File: config.mk
export PLATFORM = sky130hd
export DESIGN_NAME = ita_softmax_denominator
export DESIGN_NICKNAME = d
export VERILOG_FILES = /design/src/rtl/ita_softmax_denominator.sv
export SDC_FILE = /design/constraint.sdc
export NUM_CORES = 2
export LEC_CHECK = 0
export CORE_MARGIN = 10
export CORE_UTILIZATION = 40
export CTS_CLUSTER_SIZE = 24
export DETAILED_ROUTE_END_ITERATION = 10
export GPL_TIMING_DRIVEN = 0
export PLACE_DENSITY = 0.65
export REMOVE_ABC_BUFFERS = 1
export SLEW_MARGIN = 30
export SYNTH_ARGS = -nofsm -noshare
export SYNTH_HDL_FRONTEND = slang
export SYNTH_SLANG_ARGS = --single-unit
File: constraint.sdc
create_clock -name clk_i -period 24.3 [get_ports clk_i]
set_input_delay 3.645 -clock clk_i [delete_from_list [all_inputs] [get_ports clk_i]]
set_output_delay 3.645 -clock clk_i [all_outputs]
set_load 0.03 [all_outputs]
File: src/rtl/ita_softmax_denominator.sv
// Per-row streaming softmax denominator: rescales each row's running base-2 exponent
// sum by the max-difference and adds one tile per accept; emits (row, max, sum) on the last tile.
module ita_softmax_denominator #(
    parameter int N         = 16,
    parameter int WI        = 8,
    parameter int ROWS      = 64,
    parameter int EXP_SHIFT = 5,
    parameter int SUM_FRAC  = 8,
    parameter int SUM_W     = 24
) (
    input  logic                    clk_i,
    input  logic                    rst_i,
    input  logic                    clear_i,
    input  logic                    valid_i,
    output logic                    ready_o,
    input  logic [$clog2(ROWS)-1:0] row_i,
    input  logic                    last_tile_i,
    input  logic [N*WI-1:0]         x_i,
    output logic [WI-1:0]           prev_max_o,
    input  logic [WI-1:0]           max_i,
    input  logic [WI-1:0]           max_diff_i,
    output logic                    out_valid_o,
    input  logic                    out_ready_i,
    output logic [$clog2(ROWS)-1:0] out_row_o,
    output logic [WI-1:0]           out_max_o,
    output logic [SUM_W-1:0]        out_sum_o
);

    localparam int DW  = WI + 1;                     // max_i - x_k never exceeds 2^WI - 1
    localparam int TW  = SUM_FRAC + 1;               // one exponent term, max 2^SUM_FRAC
    localparam int TSW = TW + $clog2(N);             // sum of N terms
    localparam int AW  = ((SUM_W > TSW) ? SUM_W : TSW) + 1;

    logic [WI-1:0]    max_mem [ROWS];
    logic [SUM_W-1:0] sum_mem [ROWS];
    logic [ROWS-1:0]  vld_q;

    logic             row_vld;
    logic [SUM_W-1:0] old_sum;
    logic [TSW-1:0]   tile_sum;
    logic [WI-1:0]    r_shift;
    logic [SUM_W-1:0] rescaled;
    logic [AW-1:0]    sum_ext;
    logic [SUM_W-1:0] new_sum;
    logic             accept;

    function automatic logic [TW-1:0] exp_term(input logic [WI-1:0] m, input logic [WI-1:0] x);
        logic [DW-1:0] d;
        logic [DW-1:0] e;
        d = {m[WI-1], m} - {x[WI-1], x};
        e = d >> EXP_SHIFT;
        if (int'(e) > SUM_FRAC) return '0;
        return (TW'(1) << SUM_FRAC) >> e;
    endfunction

    assign row_vld    = vld_q[row_i];
    assign old_sum    = row_vld ? sum_mem[row_i] : '0;
    assign prev_max_o = row_vld ? max_mem[row_i] : {1'b1, {(WI-1){1'b0}}};

    // A full output register only blocks tiles that would need to load it.
    assign ready_o = !clear_i && !(last_tile_i && out_valid_o && !out_ready_i);
    assign accept  = valid_i && ready_o;

    // NOTE: every variable assigned in always_comb gets a default first so no latch is inferred.
    always_comb begin
        tile_sum = '0;
        for (int k = 0; k < N; k++) begin
            tile_sum = tile_sum + TSW'(exp_term(max_i, x_i[k*WI +: WI]));
        end
    end

    always_comb begin
        r_shift  = max_diff_i >> EXP_SHIFT;
        rescaled = '0;
        if (int'(r_shift) < SUM_W) rescaled = old_sum >> r_shift;
        sum_ext  = AW'(rescaled) + AW'(tile_sum);
        new_sum  = (sum_ext > AW'({SUM_W{1'b1}})) ? {SUM_W{1'b1}} : sum_ext[SUM_W-1:0];
    end

    always_ff @(posedge clk_i or posedge rst_i) begin
        if (rst_i) begin
            vld_q <= '0;
        end else if (clear_i) begin
            vld_q <= '0;
        end else if (accept) begin
            vld_q[row_i] <= !last_tile_i;
        end
    end

    // NOTE: row storage has no reset; vld_q alone decides whether its contents mean anything.
    always_ff @(posedge clk_i) begin
        if (accept && !last_tile_i) begin
            max_mem[row_i] <= max_i;
            sum_mem[row_i] <= new_sum;
        end
    end

    always_ff @(posedge clk_i or posedge rst_i) begin
        if (rst_i) begin
            out_valid_o <= 1'b0;
            out_row_o   <= '0;
            out_max_o   <= '0;
            out_sum_o   <= '0;
        end else if (accept && last_tile_i) begin
            out_valid_o <= 1'b1;
            out_row_o   <= row_i;
            out_max_o   <= max_i;
            out_sum_o   <= new_sum;
        end else if (out_ready_i) begin
            out_valid_o <= 1'b0;
        end
    end

endmodule
==> flow_summary.ini <==
[final_layout]
syn_to_final_growth_pct = 18.0
fin_util_pct = 47.6
nets = 6581
final_common_cell = edfxtp_1
post-route-cell-area_mm2 = 0.107
final_layout_size_suffix_gt1_share_pct = 12.5
instances_no_fill = 9324
final_cell_mix = 2,048 x edfxtp_1, 412 x a22oi_1, 289 x inv_1

[worst_setup_path]
cpPeakStageDelay_ps = 710
cp-start-kind = input pin
crit_path_end_kind = register
slowest_stage = a41oi_1
worstPathArrival_ps = 16730
cp.required_ps = 25000
cp_common_cell = fa_1
cp_max_fo = 65
crit_type = in -> reg

[floorplan]
die_h_um = 496
ioPinCount = 204
die_area_mm2 = 0.246
start_util_pct = 40.3
core_region_area_mm2 = 0.225
die_w_um = 496
row_count = 174

[synthesis]
netlist.area_leader.share_pct = 67.8
synth_edf_count = 2048
netlist_area_mm2 = 0.0907
synth_seq_cells = 2151
seq_area_frac_synth_pct = 70.6
synth_cells = 5845
synth_largest_area_cell = edfxtp_1
async_flop_share_pct = 4.79
synth_ff_type = edfxtp_1
synth_cell_types = 93
ys_warn_count = 0
synth.area.top_cells = edfxtp_1 68%, a22oi_1 3.4%, fa_1 2.9%, dfrtp_1 2.8%, mux2i_1 2.4%
synth_area_per_cell_um2 = 15.5

[sta]
setup_viol = 0
clock_skew_ps = 63.0
whs_ps = 482
fin_crit_sh_pct = 65.9
max_slew_margin_pct = 21.8
report.final.hold_viol_count = 0
fin_ws_ps = 8270
maxSlewViolCount = 0
timing.final.crit_period_ps = 16030
rsz0062_at_grt = false
worstMarginPinSlew_ps = 1170
tns_ps = 0
fmax_mhz = 62.4

[grt]
antenna_found_initial = 12
grt_use_total_pct = 23.0
grt_overflow = 0
use_met3_pct = 5.18
global_route.usage.met1_pct = 31.9
grt.busiest_layer = met2
grt_pass1_vias = 56000
grt_max_degree = 83
grt_pass1_wl_um = 411000
use_met2_pct = 34.8

[placed_design]
place_inst = 8931
dp_slack_ps = 7710
gp_congestion = 0.895
portBuffers = 198
post_dp_cell_area_mm2 = 0.100
hpwl_um = 191000

[clocking]
cts_buffers = 209
root_buffer = clkbuf_16
cts_tree = done
clockBufferDepth = 3
cts_resized = 0
path_clk_slew_ps = 60
ctsHtreeMaxLevel = 4
cts_sinks = 2151
holdBufCountCts = 0
cts_setup_buffers = 0
worstSkewPairLatency_ps = 870

[run_status]
status = completed

[pwr]
leakagePower_nw = 36.6
power.density_mw_per_mm2 = 125
peakVddDrop_mv = 0.397
fin_total_pwr_mw = 13.3

[routing]
viasPerCell = 6.21
drtAntennaViolNets = 0
avgRoutedWirePerCell_um = 31.4
drc = 0
first_iter_violations = 9016
vias = 57900
firstDrtPassIters = 10
wirelength_um = 293000

[worst_hold_path]
min_path_type = reg -> reg

[job]
maxCapViolCount = 0
[worst max-delay path: cells and delay by family]
kind / cells / cell delay, ps
adders and majority gates: 8 / 3720
AOI/OAI and AO/OA: 10 / 3920
buffers and inverters: 10 / 2100
and+or+nand+nor: 6 / 2080
muxes: 3 / 980
[per-layer routing]
metal,vias up,routed length [um]
li1,23800,-
met1,29300,111000
met2,4173,130000
met3,679,36400
met4,6,14700
met5,-,41
[cell usage after synthesis (26+ instances only)]
master / count
inv_1: 356
buf_1: 40
nor2b_1: 33
mux2_2: 75
a22oi_1: 412
fa_1: 132
a221oi_1: 166
a222oi_1: 27
a22o_1: 93
a41oi_1: 27
a21o_1: 36
nor2_1: 166
a31oi_1: 141
o31ai_1: 30
clkbuf_1: 137
nand4_1: 26
nand2b_1: 56
edfxtp_1: 2048
o21ai_0: 127
a21oi_1: 210
xor2_1: 29
ha_1: 143
o22ai_1: 86
nand2_1: 308
mux2i_1: 220
buf_2: 108
xnor2_1: 36
nand3_1: 44
a221o_1: 73
dfrtp_1: 103
nor3_1: 51
[power breakdown]
group | internal, mW | switching [mW]
sequential | 6.32 | 0.0194
combinational | 0.862 | 2.92
clock | 1.81 | 1.41
[flip-flops by register name, indices dropped and copies added (netlist names)]
| name | count |
|---|---|
| max_mem | 512 |
| out_max_o | 8 |
| out_row_o | 6 |
| out_sum_o | 24 |
| out_valid_o | 1 |
| sum_mem | 1536 |
| vld_q | 64 |
[cells by family (layout without fill, tap and decap cells)]
logic type	after synthesis	in the layout	synth area share [%]
AOI/OAI and AO/OA	1552	1552	12.4
xor gates and xnor gates	65	65	0.628
adders and majority gates	275	275	4.89
buffers and inverters	693	1177	3.35
DFF	2151	2151	70.6
muxes	314	314	3.83
other	0	3	0
and+or+nand+nor	795	795	4.22
[final timing paths]
check	cells after the start	slack, ps	to	from
hold / removal	2	480	out_row_o[4]	out_row_o[4]
min in group asynchronous	2	3130	out_row_o[1]	rst_i
max in group asynchronous	3	20350	out_row_o[2]	rst_i
hold reg to reg	2	480	out_row_o[4]	out_row_o[4]
setup reg to reg	33	12680	out_sum_o[1]	vld_q[43]
setup / recovery	37	8270	out_sum_o[1]	row_i[2]
[final cells by class]
cell class | instances | area (um^2)
fill | 18800 | 118000
sequential | 2151 | 64100
multi-input combinational | 3001 | 24100
timing repair buffer | 426 | 6870
clock buffer | 273 | 5610
tap | 2992 | 3740
inverter | 361 | 1530
clock inverter | 117 | 1150
antenna | 3 | 7.51
(Power assumes the default switching activity.)
